File: config.mk
export PLATFORM = sky130hd
export DESIGN_NAME = id_token_collector
export DESIGN_NICKNAME = d
export VERILOG_FILES = /design/src/rtl/id_token_collector.sv
export SDC_FILE = /design/constraint.sdc
export NUM_CORES = 1
export LEC_CHECK = 0
export CORE_ASPECT_RATIO = 0.6
export CORE_UTILIZATION = 49
export DETAILED_ROUTE_END_ITERATION = 12
export PLACE_DENSITY = 0.81
export SLEW_MARGIN = 20
export SYNTH_ARGS = -nofsm -noshare
export SYNTH_HDL_FRONTEND = slang
export SYNTH_SLANG_ARGS = --single-unit
File: constraint.sdc
create_clock -name clk -period 2.2 [get_ports clk]
set_input_delay 0.44 -clock clk [delete_from_list [all_inputs] [get_ports clk]]
set_output_delay 0.44 -clock clk [all_outputs]
set_load 0.02 [all_outputs]
File: src/rtl/id_token_collector.sv
`default_nettype none
// +--------------------------------------------------------------------------+
// | Module  : id_token_collector                                             |
// | Brief   : Measures identifier lengths from an id_fsm flag stream and     |
// |           queues them in a small FIFO. ID_TOKEN_MAXLEN_EN enables the    |
// |           max_len tracker.                                               |
// | Revision: 1.0  initial release                                           |
// +--------------------------------------------------------------------------+
module id_token_collector #(
  parameter int FIFO_DEPTH = 4,
  parameter int CNT_W      = 16
) (
  input  logic             clk,
  input  logic             rst,
  input  logic [7:0]       char,
  input  logic             char_valid,
  input  logic             id_flag,
  output logic [7:0]       len_data,
  output logic             len_valid,
  input  logic             len_ready,
  output logic [CNT_W-1:0] tok_count,
  output logic [7:0]       max_len,
  output logic             drop_err
);

  localparam int c_aw = (FIFO_DEPTH > 1) ? $clog2(FIFO_DEPTH) : 1;
  localparam logic [c_aw:0] c_depth = (c_aw+1)'(FIFO_DEPTH);

  typedef enum logic [0:0] {
    IDLE  = 1'b0,
    IN_ID = 1'b1
  } state_t;

  state_t           r_state;
  logic [7:0]       r_cur_len;
  logic [7:0]       r_mem [FIFO_DEPTH];
  logic [c_aw-1:0]  r_wptr;
  logic [c_aw-1:0]  r_rptr;
  logic [c_aw:0]    r_count;
  logic [CNT_W-1:0] r_tok_count;
  logic             r_drop_err;

  logic w_push_req;
  logic w_pop;
  logic w_full;
  logic w_push_ok;
  logic w_unused_char;

  // The character value itself is irrelevant here; id_fsm already classified it.
  assign w_unused_char = ^char;

  assign w_push_req = char_valid && (r_state == IN_ID) && !id_flag;
  assign w_pop      = len_valid && len_ready;
  assign w_full     = (r_count == c_depth);
  // A full FIFO still accepts a push when the same edge frees a slot.
  assign w_push_ok  = w_push_req && (!w_full || w_pop);

  assign len_valid = (r_count != '0);
  assign len_data  = r_mem[r_rptr];
  assign tok_count = r_tok_count;
  assign drop_err  = r_drop_err;

  always_ff @(posedge clk or posedge rst) begin
    if (rst) begin
      r_state   <= IDLE;
      r_cur_len <= 8'd0;
    end else if (char_valid) begin
      case (r_state)
        IDLE: begin
          if (id_flag) begin
            r_state   <= IN_ID;
            r_cur_len <= 8'd1;
          end
        end
        IN_ID: begin
          if (id_flag) begin
            if (r_cur_len != 8'hFF) r_cur_len <= r_cur_len + 8'd1;
          end else begin
            r_state   <= IDLE;
            r_cur_len <= 8'd0;
          end
        end
        default: begin
          r_state   <= IDLE;
          r_cur_len <= 8'd0;
        end
      endcase
    end
  end

  always_ff @(posedge clk or posedge rst) begin
    if (rst) begin
      for (int i = 0; i < FIFO_DEPTH; i++) r_mem[i] <= 8'd0;
      r_wptr      <= '0;
      r_rptr      <= '0;
      r_count     <= '0;
      r_tok_count <= '0;
      r_drop_err  <= 1'b0;
    end else begin
      if (w_push_ok) begin
        r_mem[r_wptr] <= r_cur_len;
        r_wptr        <= r_wptr + c_aw'(1);
        r_tok_count   <= r_tok_count + CNT_W'(1);
      end
      if (w_push_req && !w_push_ok) r_drop_err <= 1'b1;
      if (w_pop) r_rptr <= r_rptr + c_aw'(1);
      case ({w_push_ok, w_pop})
        2'b10:   r_count <= r_count + (c_aw+1)'(1);
        2'b01:   r_count <= r_count - (c_aw+1)'(1);
        default: r_count <= r_count;
      endcase
    end
  end

`ifdef ID_TOKEN_MAXLEN_EN
  logic [7:0] r_max_len;

  always_ff @(posedge clk or posedge rst) begin
    if (rst) begin
      r_max_len <= 8'd0;
    end else if (w_push_ok && (r_cur_len > r_max_len)) begin
      r_max_len <= r_cur_len;
    end
  end

  assign max_len = r_max_len;
`else
  assign max_len = 8'd0;
`endif

endmodule
`default_nettype wire
==> results.txt <==
starting density of the core = 52.0%
share of flip-flops with an asynchronous set or reset = 100%
LEAKAGE = 1.80 nW
crit path DAT = 1.69 ns
largest net degree at the start of global routing = 66
clock root buffer = clkbuf_8
RSZ-0062 raised after global routing = false
Rows = 22
drt pass-1 iters = 4
IO Port Bufs = 30
placed insts = 359
number of global-route vias before repair = 2068
share of layout cells above drive strength 1 = 30.2%
Max VDD drop = 0.576 mV
initial antenna violation count = 0
# DRC = 0
Hold Path Class = in -> async
Final Critical Period = 2.13 ns
Max Root-Sink Buffers = 2
Chip Width = 107 um
crit end category = output pin
Vert. Die Dim = 65.1 um
initial drt markers = 113
Worst Clk Skew = 0.0126 ns
Routed Antenna Nets = 0
RR Startpoint = r_state
CTS tree = yes
Total GRT Usage = 20.3%
Final period util = 96.9%
final core utilization = 61.2%
grt total ovfl = 0
final cell count without fillers = 375
final setup vio count = 0
Vias per Instance = 5.39
Seq/Total Area, Yosys = 50.0%
total power of the final layout = 3.74 mW
post-cts resize count = 11
clock power share = 27.6%
post-CTS setup buffers = 0
htree depth = 3
WL final = 5960 um
Hold Vio Cnt, Final = 0
cell area power density = 978 nW/um^2
Sequential Power Share = 44.1%
CP Launch Point = r_rptr[0]
post-place instance area = 3640 um^2
Post-CTS Hold Buffers = 0
Ports = 47
Slew Viols, Final = 0
Avg Inst Size Synth = 13.1 um^2
capture point of the worst reg-to-reg path = r_count[2]
clock tree sinks = 65
most frequent cells in the layout = dfrtp_1, mux2_2, clkdlybuf4s50_1
WP data required = 1.76 ns
ys flop type = dfrtp_1
clock latency at the later pin of the worst-skew pair = 0.35 ns
max_cap viols = 0
Final Cell Area = 3820 um^2
commonest non-fill, non-tap cell in the layout = dfrtp_1
RePlAce Congestion = 0.832
Filler cells = 500
crit path to = len_data[0]
Startpoint Class = flip-flop
NetSw = 1.22 mW
synth warn = 0
Synth Instances = 248
Reg clk slew, reported paths = 0.08 ns
R2R Setup Slk = 0.39 ns
CP max FO = 5
core area = 6250 um^2
routed via count = 2021
f_max = 469 MHz
ANT cells = 0
outcome = completed
Int Power = 2.52 mW
Post-synth EDFFs = 0
Comb pwr share = 28.2%
Yosys reg bits = 65
P&R area growth vs syn = 17.5%
first-pass GRT wire length = 10400 um
TritonCTS Buffers = 9
dpl hpwl = 4120 um
drt wl/cell = 15.9 um
Cell variety after synth = 52
layout net count = 306
R2R depth = 5
sw frac = 32.5%
die footprint = 6980 um^2
WS Path Type = reg -> out
Mapped Area = 3250 um^2
[synthesized netlist by cell type (2+ instances only)]
cell | instances | area (um^2)
dfrtp_1 | 65 | 1630
mux2_2 | 25 | 282
nand2_1 | 18 | 67.6
xnor2_1 | 13 | 114
buf_4 | 9 | 67.6
nand3_1 | 9 | 45.0
mux2_4 | 8 | 120
mux4_2 | 8 | 180
inv_1 | 7 | 26.3
nand4_1 | 7 | 43.8
xor2_1 | 7 | 61.3
ha_1 | 6 | 75.1
and4_1 | 5 | 43.8
buf_2 | 4 | 20.0
nor2_1 | 4 | 15.0
and3_1 | 3 | 18.8
clkbuf_1 | 3 | 11.3
mux2i_1 | 3 | 30.0
nand2_2 | 3 | 18.8
o21a_1 | 3 | 22.5
o21ai_0 | 3 | 15.0
a21o_1 | 2 | 15.0
a31oi_1 | 2 | 12.5
nand4b_1 | 2 | 17.5
o211ai_1 | 2 | 15.0
[stage by stage]
step	setup TNS, ns	hold slack [ns]	setup WS (ns)
final	0	0.464	0.0680
after global routing	0	0.486	0.0104
after CTS	0	0.471	0.0123
after detailed placement	-0.0388	0.456	-0.0388
after global placement	0	0.449	0.0145
after floorplan	0	0.474	0.134
[per-layer routing]
metal	vias up	routed length [um]	track usage [%]
li1	962	-	-
met1	1009	3090	29.3
met2	44	2490	27.7
met3	6	304	6.94
met4	0	75	8.56
met5	-	0	0
[final cells by class]
type	instances	area (um^2)	share of cell area, %
multi-input cells	165	1510	39.6
clock buffers	10	138	3.60
well taps	84	105	2.75
inverters	7	26.3	0.688
flip-flops and latches	65	1630	42.6
repair buffers	38	348	9.10
clock inverters	6	66.3	1.74
[flip-flops by register name (all words and copies together) (netlist names)]
signal,flops
tok_count,16
r_cur_len,8
drop_err,1
r_mem,32
r_rptr,2
r_count,3
r_wptr,2
r_state,1
[power by group through the flow]
stage,Sequential (mW),Clock [mW],Combinational (mW)
finish,1.65,1.03,1.06
global route,1.68,1.12,1.14
CTS,1.64,1.06,1.06
detailed placement,1.66,0,1.09
global placement,1.65,0,1.06
floorplan,1.63,0,0.757
[logic make-up (layout without fill, tap and decap cells)]
group	after synthesis	in the layout	synth area share, %
xor gates and xnor gates	20	20	5.39
buffers and inverters	25	61	4.31
adders and majority gates	7	7	2.92
muxes	44	44	18.8
DFF	65	65	50.0
other	1	8	0.115
and+or+nand+nor	65	65	13.2
AOI/OAI and AO/OA	21	21	5.19
[how the worst min path moves through the flow]
stage,to,start,slack (ns)
after floorplan,r_mem[10],r_mem[10],0.47
after global placement,drop_err,drop_err,0.45
after detailed placement,drop_err,drop_err,0.46
after CTS,drop_err,drop_err,0.47
after global routing,r_mem[30],rst,0.49
final,r_mem[24],rst,0.46
[worst max-delay path, stage by stage, from the launching register on]
cell and delay, ns:
dfrtp_1 0.38, buf_6 0.15, mux4_2 0.48, dlygate4sd2_1 0.33
(Power assumes the default switching activity.)
